==> src/rtl/vend_pkg.sv <==
// Shared definitions for the vending engine.
// Contents:
//   vend_state_t  - FSM encoding, also driven on the top-level state port
//   COIN_*        - accepted coin denominations, also used as change coins
//   next_coin()   - largest denomination not exceeding a value (0 for 0)
//   is_legal_coin - true for an acceptable inserted coin
package vend_pkg;

    typedef enum logic [1:0] {
        ST_IDLE   = 2'd0,
        ST_CREDIT = 2'd1,
        ST_VEND   = 2'd2,
        ST_CHANGE = 2'd3
    } vend_state_t;

    localparam int unsigned COIN_1  = 1;
    localparam int unsigned COIN_5  = 5;
    localparam int unsigned COIN_10 = 10;
    localparam int unsigned COIN_50 = 50;

    function automatic int unsigned next_coin(input int unsigned value);
        if (value >= COIN_50)      return COIN_50;
        else if (value >= COIN_10) return COIN_10;
        else if (value >= COIN_5)  return COIN_5;
        else if (value >= COIN_1)  return COIN_1;
        else                       return 0;
    endfunction

    function automatic logic is_legal_coin(input int unsigned value);
        return (value == COIN_1) || (value == COIN_5) ||
               (value == COIN_10) || (value == COIN_50);
    endfunction

endpackage

==> src/rtl/change_dispenser.sv <==
// Change dispenser: loads an amount, then presents one greedy coin per
// cycle until the amount is exhausted.
// Ports:
//   clk, reset        - clock, asynchronous active-high reset
//   i_load            - load i_load_value (must be non-zero)
//   i_load_value      - amount of change to return
//   o_coin            - coin presented this cycle (0 when idle)
//   o_coin_valid      - o_coin is a real coin this cycle
//   o_remaining       - amount still owed after the coin now presented
//   o_done            - the coin now presented is the last one
module change_dispenser
    import vend_pkg::*;
#(
    parameter int MONEY_W = 8
) (
    input  logic               clk,
    input  logic               reset,
    input  logic               i_load,
    input  logic [MONEY_W-1:0] i_load_value,
    output logic [MONEY_W-1:0] o_coin,
    output logic               o_coin_valid,
    output logic [MONEY_W-1:0] o_remaining,
    output logic               o_done
);

    logic [MONEY_W-1:0] r_coin;
    logic [MONEY_W-1:0] r_rem;
    logic               r_valid;
    logic [MONEY_W-1:0] w_src;
    logic [MONEY_W-1:0] w_next_coin;

    // The coin for the next cycle is taken from the freshly loaded amount
    // or from what is still owed after the coin presented now.
    always_comb begin
        w_src       = i_load ? i_load_value : r_rem;
        w_next_coin = MONEY_W'(next_coin(32'(w_src)));
    end

    always_ff @(posedge clk or posedge reset) begin
        if (reset) begin
            r_coin  <= '0;
            r_rem   <= '0;
            r_valid <= 1'b0;
        end else if (i_load || (r_valid && (r_rem != '0))) begin
            r_coin  <= w_next_coin;
            r_rem   <= w_src - w_next_coin;
            r_valid <= 1'b1;
        end else begin
            r_coin  <= '0;
            r_rem   <= '0;
            r_valid <= 1'b0;
        end
    end

    assign o_coin       = r_coin;
    assign o_coin_valid = r_valid;
    assign o_remaining  = r_rem;
    assign o_done       = r_valid && (r_rem == '0);

endmodule

==> src/rtl/vending_engine.sv <==
// Vending engine: accepts coins, sells drinks from a fixed price table,
// tracks per-drink stock and returns change one coin per cycle.
// Ports:
//   clk, reset                 - clock, asynchronous active-high reset
//   coin_valid, coin_value     - inserted coin strobe and value
//   select                     - requested drink ID (0 = none)
//   cancel                     - refund request
//   restock                    - reload every stock counter (IDLE only)
//   total_money                - credit, or change still owed in CHANGE
//   state                      - IDLE=0, CREDIT=1, VEND=2, CHANGE=3
//   drink_out, drink_valid     - dispensed drink, valid for the VEND cycle
//   change_coin, change_valid  - one returned coin per CHANGE cycle
//   coin_reject, select_nak    - one-cycle refusal pulses
//   sold_out                   - bit i-1 high while drink i has no stock
// Strobe semantics: there is no back-pressure. Every input is sampled on
// each rising edge; every *_valid/pulse output is high for exactly the one
// cycle its value is meaningful and its data output is 0 otherwise.
module vending_engine
    import vend_pkg::*;
#(
    parameter int NUM_DRINKS = 4,
    parameter int MONEY_W    = 8,
    parameter logic [NUM_DRINKS*MONEY_W-1:0] PRICE_TABLE = {8'd25, 8'd20, 8'd15, 8'd10},
    parameter int MAX_CREDIT = 200,
    parameter int STOCK_W    = 4,
    parameter int INIT_STOCK = 5,
    localparam int SEL_W     = $clog2(NUM_DRINKS + 1)
) (
    input  logic                  clk,
    input  logic                  reset,
    input  logic                  coin_valid,
    input  logic [MONEY_W-1:0]    coin_value,
    input  logic [SEL_W-1:0]      select,
    input  logic                  cancel,
    input  logic                  restock,
    output logic [MONEY_W-1:0]    total_money,
    output logic [1:0]            state,
    output logic [SEL_W-1:0]      drink_out,
    output logic                  drink_valid,
    output logic [MONEY_W-1:0]    change_coin,
    output logic                  change_valid,
    output logic                  coin_reject,
    output logic                  select_nak,
    output logic [NUM_DRINKS-1:0] sold_out
);

    function automatic logic [MONEY_W-1:0] f_min_price();
        logic [MONEY_W-1:0] m;
        m = PRICE_TABLE[MONEY_W-1:0];
        for (int i = 1; i < NUM_DRINKS; i++) begin
            if (PRICE_TABLE[i*MONEY_W +: MONEY_W] < m) m = PRICE_TABLE[i*MONEY_W +: MONEY_W];
        end
        return m;
    endfunction

    localparam logic [MONEY_W-1:0] MIN_PRICE = f_min_price();

    vend_state_t           r_state;
    logic [MONEY_W-1:0]    r_total;
    logic [STOCK_W-1:0]    r_stock [NUM_DRINKS];
    logic [NUM_DRINKS-1:0] r_sold_out;
    logic [SEL_W-1:0]      r_drink_out;
    logic                  r_drink_valid;
    logic                  r_coin_reject;
    logic                  r_select_nak;

    logic [SEL_W-1:0]   w_idx;
    logic [MONEY_W-1:0] w_price;
    logic               w_in_stock;
    logic               w_open;
    logic [MONEY_W:0]   w_sum;
    logic               w_cancel_go;
    logic               w_coin_ok;
    logic               w_can_vend;
    logic [MONEY_W-1:0] w_vend_rem;
    logic               w_load;
    logic [MONEY_W-1:0] w_load_value;
    logic [MONEY_W-1:0] w_disp_rem;
    logic               w_disp_done;

    // In VEND the lookup follows the drink being sold, otherwise the request.
    // An out-of-range ID matches no slot and therefore reads as out of stock.
    always_comb begin
        w_idx      = (r_state == ST_VEND) ? r_drink_out : select;
        w_price    = '0;
        w_in_stock = 1'b0;
        for (int i = 0; i < NUM_DRINKS; i++) begin
            if (w_idx == SEL_W'(i + 1)) begin
                w_price    = PRICE_TABLE[i*MONEY_W +: MONEY_W];
                w_in_stock = (r_stock[i] != '0);
            end
        end
        w_open       = (r_state == ST_IDLE) || (r_state == ST_CREDIT);
        w_sum        = {1'b0, r_total} + {1'b0, coin_value};
        w_cancel_go  = w_open && cancel && (r_total != '0);
        // A cancel in the same cycle always bounces the coin.
        w_coin_ok    = coin_valid && w_open && !cancel && is_legal_coin(32'(coin_value)) &&
                       (w_sum <= (MONEY_W+1)'(MAX_CREDIT));
        // Affordability uses the pre-coin credit.
        w_can_vend   = (r_state == ST_CREDIT) && (r_total >= w_price) && w_in_stock;
        w_vend_rem   = r_total - w_price;
        w_load       = w_cancel_go || ((r_state == ST_VEND) && (w_vend_rem != '0));
        w_load_value = (r_state == ST_VEND) ? w_vend_rem : r_total;
    end

    always_ff @(posedge clk or posedge reset) begin
        if (reset) begin
            r_state       <= ST_IDLE;
            r_total       <= '0;
            r_sold_out    <= '0;
            r_drink_out   <= '0;
            r_drink_valid <= 1'b0;
            r_coin_reject <= 1'b0;
            r_select_nak  <= 1'b0;
            for (int i = 0; i < NUM_DRINKS; i++) r_stock[i] <= STOCK_W'(INIT_STOCK);
        end else begin
            r_drink_out   <= '0;
            r_drink_valid <= 1'b0;
            r_select_nak  <= 1'b0;
            r_coin_reject <= coin_valid && !w_coin_ok;
            case (r_state)
                ST_IDLE, ST_CREDIT: begin
                    if (w_cancel_go) begin
                        r_state <= ST_CHANGE;
                    end else begin
                        if (w_coin_ok) r_total <= w_sum[MONEY_W-1:0];
                        if ((select != '0) && !cancel) begin
                            if (w_can_vend) begin
                                r_state       <= ST_VEND;
                                r_drink_out   <= select;
                                r_drink_valid <= 1'b1;
                            end else begin
                                r_select_nak <= 1'b1;
                            end
                        end
                        if ((r_state == ST_IDLE) && w_coin_ok && (w_sum >= {1'b0, MIN_PRICE}))
                            r_state <= ST_CREDIT;
                    end
                    if ((r_state == ST_IDLE) && restock) begin
                        r_sold_out <= '0;
                        for (int i = 0; i < NUM_DRINKS; i++) r_stock[i] <= STOCK_W'(INIT_STOCK);
                    end
                end
                ST_VEND: begin
                    r_total <= w_vend_rem;
                    for (int i = 0; i < NUM_DRINKS; i++) begin
                        if (r_drink_out == SEL_W'(i + 1)) begin
                            r_stock[i]    <= r_stock[i] - 1'b1;
                            r_sold_out[i] <= (r_stock[i] == STOCK_W'(1));
                        end
                    end
                    r_state <= (w_vend_rem != '0) ? ST_CHANGE : ST_IDLE;
                end
                ST_CHANGE: begin
                    // The displayed total tracks what is owed including the
                    // coin currently on change_coin.
                    r_total <= w_disp_rem;
                    if (w_disp_done) r_state <= ST_IDLE;
                end
                default: r_state <= ST_IDLE;
            endcase
        end
    end

    change_dispenser #(.MONEY_W(MONEY_W)) u_change (
        .clk          (clk),
        .reset        (reset),
        .i_load       (w_load),
        .i_load_value (w_load_value),
        .o_coin       (change_coin),
        .o_coin_valid (change_valid),
        .o_remaining  (w_disp_rem),
        .o_done       (w_disp_done)
    );

    assign total_money = r_total;
    assign state       = r_state;
    assign drink_out   = r_drink_out;
    assign drink_valid = r_drink_valid;
    assign coin_reject = r_coin_reject;
    assign select_nak  = r_select_nak;
    assign sold_out    = r_sold_out;

endmodule

==> config.mk <==
export PLATFORM = sky130hd
export DESIGN_NAME = vending_engine
export DESIGN_NICKNAME = d
export VERILOG_FILES = /design/src/rtl/vend_pkg.sv /design/src/rtl/change_dispenser.sv /design/src/rtl/vending_engine.sv
export SDC_FILE = /design/constraint.sdc
export NUM_CORES = 1
export LEC_CHECK = 0
export BUFFER_PORTS_ARGS = -buffer_cell sky130_fd_sc_hd__buf_2
export CAP_MARGIN = 20
export CORE_ASPECT_RATIO = 1.25
export CORE_UTILIZATION = 60
export DETAILED_ROUTE_END_ITERATION = 12
export PLACE_DENSITY = 0.91
export SLEW_MARGIN = 20
export SYNTH_ARGS = -nofsm -noshare
export SYNTH_HDL_FRONTEND = slang
export SYNTH_SLANG_ARGS = --single-unit
export TNS_END_PERCENT = 1
==> constraint.sdc <==
create_clock -name clk -period 16 [get_ports clk]
set_clock_uncertainty 0.1 [all_clocks]
set_input_delay 1.6 -clock clk [delete_from_list [all_inputs] [get_ports clk]]
set_output_delay 1.6 -clock clk [all_outputs]
set_load 0.02 [all_outputs]
==> results of run 1 <==
-- worst paths after layout --
kind,startpoint,to,slack (ps),cells after the start
worst max-delay path,state[0],u_change.o_remaining[6],8800,25
worst min-delay path,sold_out[1],sold_out[1],380,2
worst max register to register,state[0],u_change.o_remaining[6],8800,25
worst min register to register,sold_out[1],sold_out[1],380,2
max in group asynchronous,reset,total_money[0],13960,2
min in group asynchronous,reset,drink_out[1],1340,2
-- Yosys cell counts (all sizes together), types with 3 or more instances --
cell type	n	area [µm²]
a211o	3	26.3
a211oi	10	80.1
a21o	5	37.5
a21oi	36	184
a22oi	4	35.0
a31oi	6	37.5
and2	5	31.3
and3	6	37.5
buf	14	86.3
clkbuf	11	41.3
dfrtp	42	1050
dfstp	8	210
fa	3	60.1
ha	27	338
inv	27	101
mux2	4	48.8
mux2i	8	80.1
nand2	52	195
nand2b	6	37.5
nand3	11	60.1
nand4	5	31.3
nor2	64	240
nor2b	7	43.8
nor3	8	40.0
nor3b	4	30.0
nor4	6	37.5
o211ai	3	22.5
o21a	3	22.5
o21ai	39	195
o31ai	8	73.8
or2	4	27.5
or4	4	33.8
xnor2	17	149
xor2	8	77.6
-- per-layer routing --
| metal | wire, µm | global-route usage, % | up-vias |
|---|---|---|---|
| met5 | 0 | 0 | - |
| met4 | 367 | 11.3 | 0 |
| met3 | 579 | 3.97 | 33 |
| met2 | 5230 | 53.6 | 178 |
| met1 | 4140 | 37.7 | 1848 |
| li1 | - | - | 1814 |
-- per-stage QoR --
step | cells | hold WS (ps)
2_1_floorplan | 498 | 371
3_3_place_gp | 603 | 360
3_5_place_dp | 603 | 366
4_1_cts | 611 | 387
5_1_grt | 612 | 423
6_report | 612 | 379
-- kinds of logic (layout without fill, tap and decap cells) --
| family | Yosys count | count (layout) | synth area share, % |
|---|---|---|---|
| mux | 12 | 12 | 3.16 |
| flops | 50 | 50 | 31.0 |
| compound gates | 139 | 139 | 22.9 |
| fa+ha+maj | 30 | 30 | 9.77 |
| buf+inv | 52 | 79 | 5.62 |
| xor+xnor | 25 | 25 | 5.56 |
| other cells | 1 | 2 | 0.0921 |
| simple gates | 188 | 188 | 22.0 |
-- area by class of cell --
type                       instances  area share (%)
clock buffer                       6            1.66
tap                               87            2.49
clock inverter                     2           0.343
sequential                        50            28.8
multi-input combinational        396            59.2
timing repair buffer              44            5.15
inverter                          27            2.35
-- power groups by stage --
stage / logic (µW) / registers, µW / clock network [µW]
2_1_floorplan: 578 / 247 / 0
3_3_place_gp: 700 / 260 / 0
3_5_place_dp: 725 / 263 / 0
4_1_cts: 731 / 260 / 74.6
5_1_grt: 822 / 272 / 79.1
6_report: 740 / 263 / 72.7
-- worst register-to-register path, cell delays in order, from the launching register on --
cell	delay (ps)
dfrtp_1	870
nand2b_1	830
nand2_1	190
nand2_1	280
xor2_1	160
o21ai_0	90
nand2_1	80
o21ai_0	90
ha_1	360
or2_4	340
o221ai_2	250
nand2_1	110
xnor2_1	210
o31a_1	500
nor4_1	320
a31o_2	220
inv_1	70
a31oi_1	210
ha_1	190
inv_1	50
fa_1	400
a21o_1	170
a21o_1	200
and3_1	180
or4_1	500
a21oi_1	150
-- sequential cells by signal, summed over array words and instances (netlist names) --
signal                 count
u_change.o_remaining       8
state                      2
drink_valid                1
sold_out                   4
drink_out                  3
coin_reject                1
r_stock                   16
u_change.o_coin_valid      1
total_money                8
u_change.o_coin            5
select_nak                 1
==> impl_metrics.env, run 1 <==
export IMPL_drtPass1Iterations=5
export IMPL_drv_slew=0
export IMPL_syn_to_final_growth_pct=7.34
export IMPL_crit_type="flip-flop to flip-flop"
export IMPL_fin_crit_ps=7200
export IMPL_diodes=0
export IMPL_seq_power_share_pct=24.5
export IMPL_start_util_pct=62.0
export IMPL_synth_seq_cells=50
export IMPL_grt_pass1_vias=3645
export IMPL_post_cts_buffers=0
export IMPL_fin_util_pct=66.6
export IMPL_rsz0062_at_grt="false"
export IMPL_die_area_um2=7120
export IMPL_grtUsageTotal_pct=30.7
export IMPL_layout_setup_ws_ps=8800
export IMPL_grt_pass1_wl_um=16800
export IMPL_fin_crit_sh_pct=45.0
export IMPL_drive_above_1_share_pct=15.0
export IMPL_drv_cap=0
export IMPL_finalSetupViolations=0
export IMPL_max_stage_delay_ps=870
export IMPL_gp_routability_congestion=0.964
export IMPL_power_density_nw_per_um2=246
export IMPL_arrival_ps=7320
export IMPL_drt_total_wl_um=10300
export IMPL_synth_async_reset_ratio_pct=100
export IMPL_pwr_share_comb_pct=68.8
export IMPL_layout_common_cells="nor2_1, nand2_1, dfrtp_1, buf_2, o21ai_0"
export IMPL_p_sw_uw=568
export IMPL_synth_area_um2=4070
export IMPL_slew_headroom_pct=32.4
export IMPL_drt_initial_drc_count=292
export IMPL_rows=33
export IMPL_clock_sinks=50
export IMPL_worst_path_buf_inv=2
export IMPL_p_leak_uw=0.00197
export IMPL_clkTransAtPathRegs_ps=100
export IMPL_p_clk_share_pct=6.8
export IMPL_tns_ps=0
export IMPL_fmax_mhz=139
export IMPL_synth_edf_count=0
export IMPL_p_int_uw=508
export IMPL_grt_max_degree=51
export IMPL_io_buffer_count=42
export IMPL_regArea_um2=1260
export IMPL_worstMarginPinSlew_ps=1010
export IMPL_io_pin_count=45
export IMPL_dieHeight_um=94.1
export IMPL_antenna_found_initial=0
export IMPL_multi_input_area_um2=2590
export IMPL_cts_buffers=5
export IMPL_synthCells=497
export IMPL_slowest_stage="dfrtp_1"
export IMPL_final_area_um2=4370
export IMPL_cpMostUsedCell="nand2_1"
export IMPL_endpoint_kind="flip-flop"
export IMPL_ant_nets=0
export IMPL_avgViaCountPerCell=6.33
export IMPL_nets=570
export IMPL_wl_per_cell_um=16.9
export IMPL_postCtsHoldBufs=0
export IMPL_place_ws_ps=9020
export IMPL_min_path_type="flip-flop to flip-flop"
export IMPL_via_count=3873
export IMPL_final_common_cell="nor2_1"
export IMPL_seq_area_frac_synth_pct=31.0
export IMPL_synth_ff_type="dfrtp_1"
export IMPL_ir_worst_vdd_v=0.000172
export IMPL_die_w_um=75.7
export IMPL_yosys_warnings=0
export IMPL_drc=0
export IMPL_h_tree_depth=2
export IMPL_cts_tree="built"
export IMPL_clockRootBuffer="clkbuf_8"
export IMPL_p_total_uw=1080
export IMPL_outcome="complete, no violations"
export IMPL_swShare_pct=52.8
export IMPL_path_delay_family="simple AND/OR/NAND/NOR gates"
export IMPL_cp_start_kind="flip-flop"
export IMPL_synth_distinct_cells=72
export IMPL_critPathRequiredTime_ps=16120
export IMPL_crit_fanout=26
export IMPL_grt_overflow=0
export IMPL_finalHoldViolCount=0
export IMPL_core_area_um2=6570
export IMPL_dp_hpwl_um=7730
export IMPL_nFillCells=537
export IMPL_synth_avg_cell_area_um2=8.19
export IMPL_cts_buffer_depth=2
export IMPL_cts_resized=0
export IMPL_placed_area_um2=4280
export IMPL_clk_latency_ps=310
Note: power is estimated with default switching activity, not from simulation.
==> run 2: changes to the inputs <==
==> constraint.sdc (replaced) <==
create_clock -name clk -period 7.2 [get_ports clk]
set_clock_uncertainty 0.1 [all_clocks]
set_input_delay 0.72 -clock clk [delete_from_list [all_inputs] [get_ports clk]]
set_output_delay 0.72 -clock clk [all_outputs]
set_load 0.02 [all_outputs]
==> impl_metrics.env, run 2 (synthesized netlist as in run 1, its figures left out) <==
export IMPL_grt_pass1_vias=3542
export IMPL_cp_start_kind="flip-flop"
export IMPL_postCtsHoldBufs=0
export IMPL_final_common_cell="nor2_1"
export IMPL_io_pin_count=45
export IMPL_clk_latency_ps=300
export IMPL_tns_ps=0
export IMPL_p_total_uw=2440
export IMPL_finalSetupViolations=0
export IMPL_cts_tree="built"
export IMPL_arrival_ps=6660
export IMPL_cts_resized=0
export IMPL_slew_headroom_pct=34.4
export IMPL_largest_reg_flops=16
export IMPL_cts_buffer_depth=2
export IMPL_fin_crit_sh_pct=90.8
export IMPL_h_tree_depth=2
export IMPL_core_area_um2=6570
export IMPL_rows=33
export IMPL_via_count=3815
export IMPL_final_area_um2=4420
export IMPL_die_area_um2=7120
export IMPL_crit_type="flip-flop to flip-flop"
export IMPL_critPathRequiredTime_ps=7320
export IMPL_syn_to_final_growth_pct=8.45
export IMPL_drv_slew=0
export IMPL_io_buffer_count=42
export IMPL_outcome="complete, no violations"
export IMPL_drt_initial_drc_count=230
export IMPL_antenna_found_initial=0
export IMPL_gp_routability_congestion=0.942
export IMPL_grt_overflow=0
export IMPL_ant_nets=0
export IMPL_p_sw_uw=1260
export IMPL_placed_area_um2=4300
export IMPL_ir_worst_vdd_v=0.000405
export IMPL_wl_per_cell_um=16.6
export IMPL_grt_pass1_wl_um=16300
export IMPL_drv_cap=0
export IMPL_power_density_nw_per_um2=552
export IMPL_worstMarginPinSlew_ps=985
export IMPL_dieHeight_um=94.1
export IMPL_endpoint_kind="flip-flop"
export IMPL_drt_total_wl_um=10200
export IMPL_seq_power_share_pct=23.2
export IMPL_grt_max_degree=51
export IMPL_drtPass1Iterations=5
export IMPL_dp_cells=606
export IMPL_rsz0062_at_grt="false"
export IMPL_drc=0
export IMPL_start_util_pct=62.0
export IMPL_grtUsageTotal_pct=29.8
export IMPL_p_leak_uw=0.00200
export IMPL_clockRootBuffer="clkbuf_8"
export IMPL_pwr_share_comb_pct=68.5
export IMPL_fmax_mhz=153
export IMPL_die_w_um=75.7
export IMPL_nets=573
export IMPL_swShare_pct=51.8
export IMPL_diodes=0
export IMPL_post_cts_buffers=0
export IMPL_cts_buffers=5
export IMPL_crit_fanout=23
export IMPL_fin_crit_ps=6540
export IMPL_finalHoldViolCount=0
export IMPL_clock_sinks=50
export IMPL_p_clk_share_pct=8.3
export IMPL_dp_hpwl_um=7840
export IMPL_clkTransAtPathRegs_ps=100
export IMPL_regMostFlops="r_stock"
export IMPL_p_int_uw=1170
export IMPL_finalNonFillerCells=615
export IMPL_min_path_type="flip-flop to flip-flop"
export IMPL_avgViaCountPerCell=6.20
export IMPL_layout_common_cells="nor2_1, nand2_1, dfrtp_1, buf_2, o21ai_0"
export IMPL_drive_above_1_share_pct=15.5
run 2: final cells by class:
class	count	area [µm²]
inverter	27	103
timing repair buffer	47	248
fill	583	2150
clock inverter	2	37.5
tap	87	109
sequential	50	1260
multi-input combinational	396	2590
clock buffer	6	72.6
run 2: path summary, 6_finish.rpt:
check | start | end | slack, ps | cells after the start
max | state[0] | u_change.o_remaining[6] | 660 | 23
min | sold_out[3] | sold_out[3] | 390 | 2
max reg2reg | state[0] | u_change.o_remaining[6] | 660 | 23
min reg2reg | sold_out[3] | sold_out[3] | 390 | 2
max in group asynchronous | reset | u_change.o_remaining[4] | 6010 | 2
min in group asynchronous | reset | sold_out[1] | 460 | 2
run 2: worst max-delay path, stage by stage, from the launching register on:
cell and delay, ps:
dfrtp_1 840, nand2b_1 440, nor3b_1 110, a31oi_1 440
o21a_1 200, inv_1 60, fa_1 420, and2b_1 290
o22ai_4 100, xor2_2 280, nand3_2 150, o31a_1 440
nor4_1 290, a31o_2 210, inv_1 70, a31oi_1 200
ha_1 180, inv_1 50, fa_1 390, a21o_1 170
a21o_1 190, and3_1 180, or4_1 500, a21oi_1 150
run 2: power groups by stage:
stage	clock [µW]	combinational [µW]	sequential [µW]
3_3_place_gp	0	1590	561
5_1_grt	214	1830	581
6_report	202	1670	565
4_1_cts	203	1650	562
2_1_floorplan	0	1280	548
3_5_place_dp	0	1650	567
run 2: metal layers:
layer  global-route usage (%)  wire (µm)
met1                     36.0       4200
met2                     51.9       5150
met3                     3.86        532
met4                     12.7        320
met5                        0          0
run 2: per-stage QoR:
step	hold slack, ps	setup WS, ps	utilization, %
2_1_floorplan	371	1350	-
3_3_place_gp	360	1010	65.5
3_5_place_dp	370	712	65.5
4_1_cts	393	675	67.1
5_1_grt	427	162	67.3
6_report	392	661	67.3
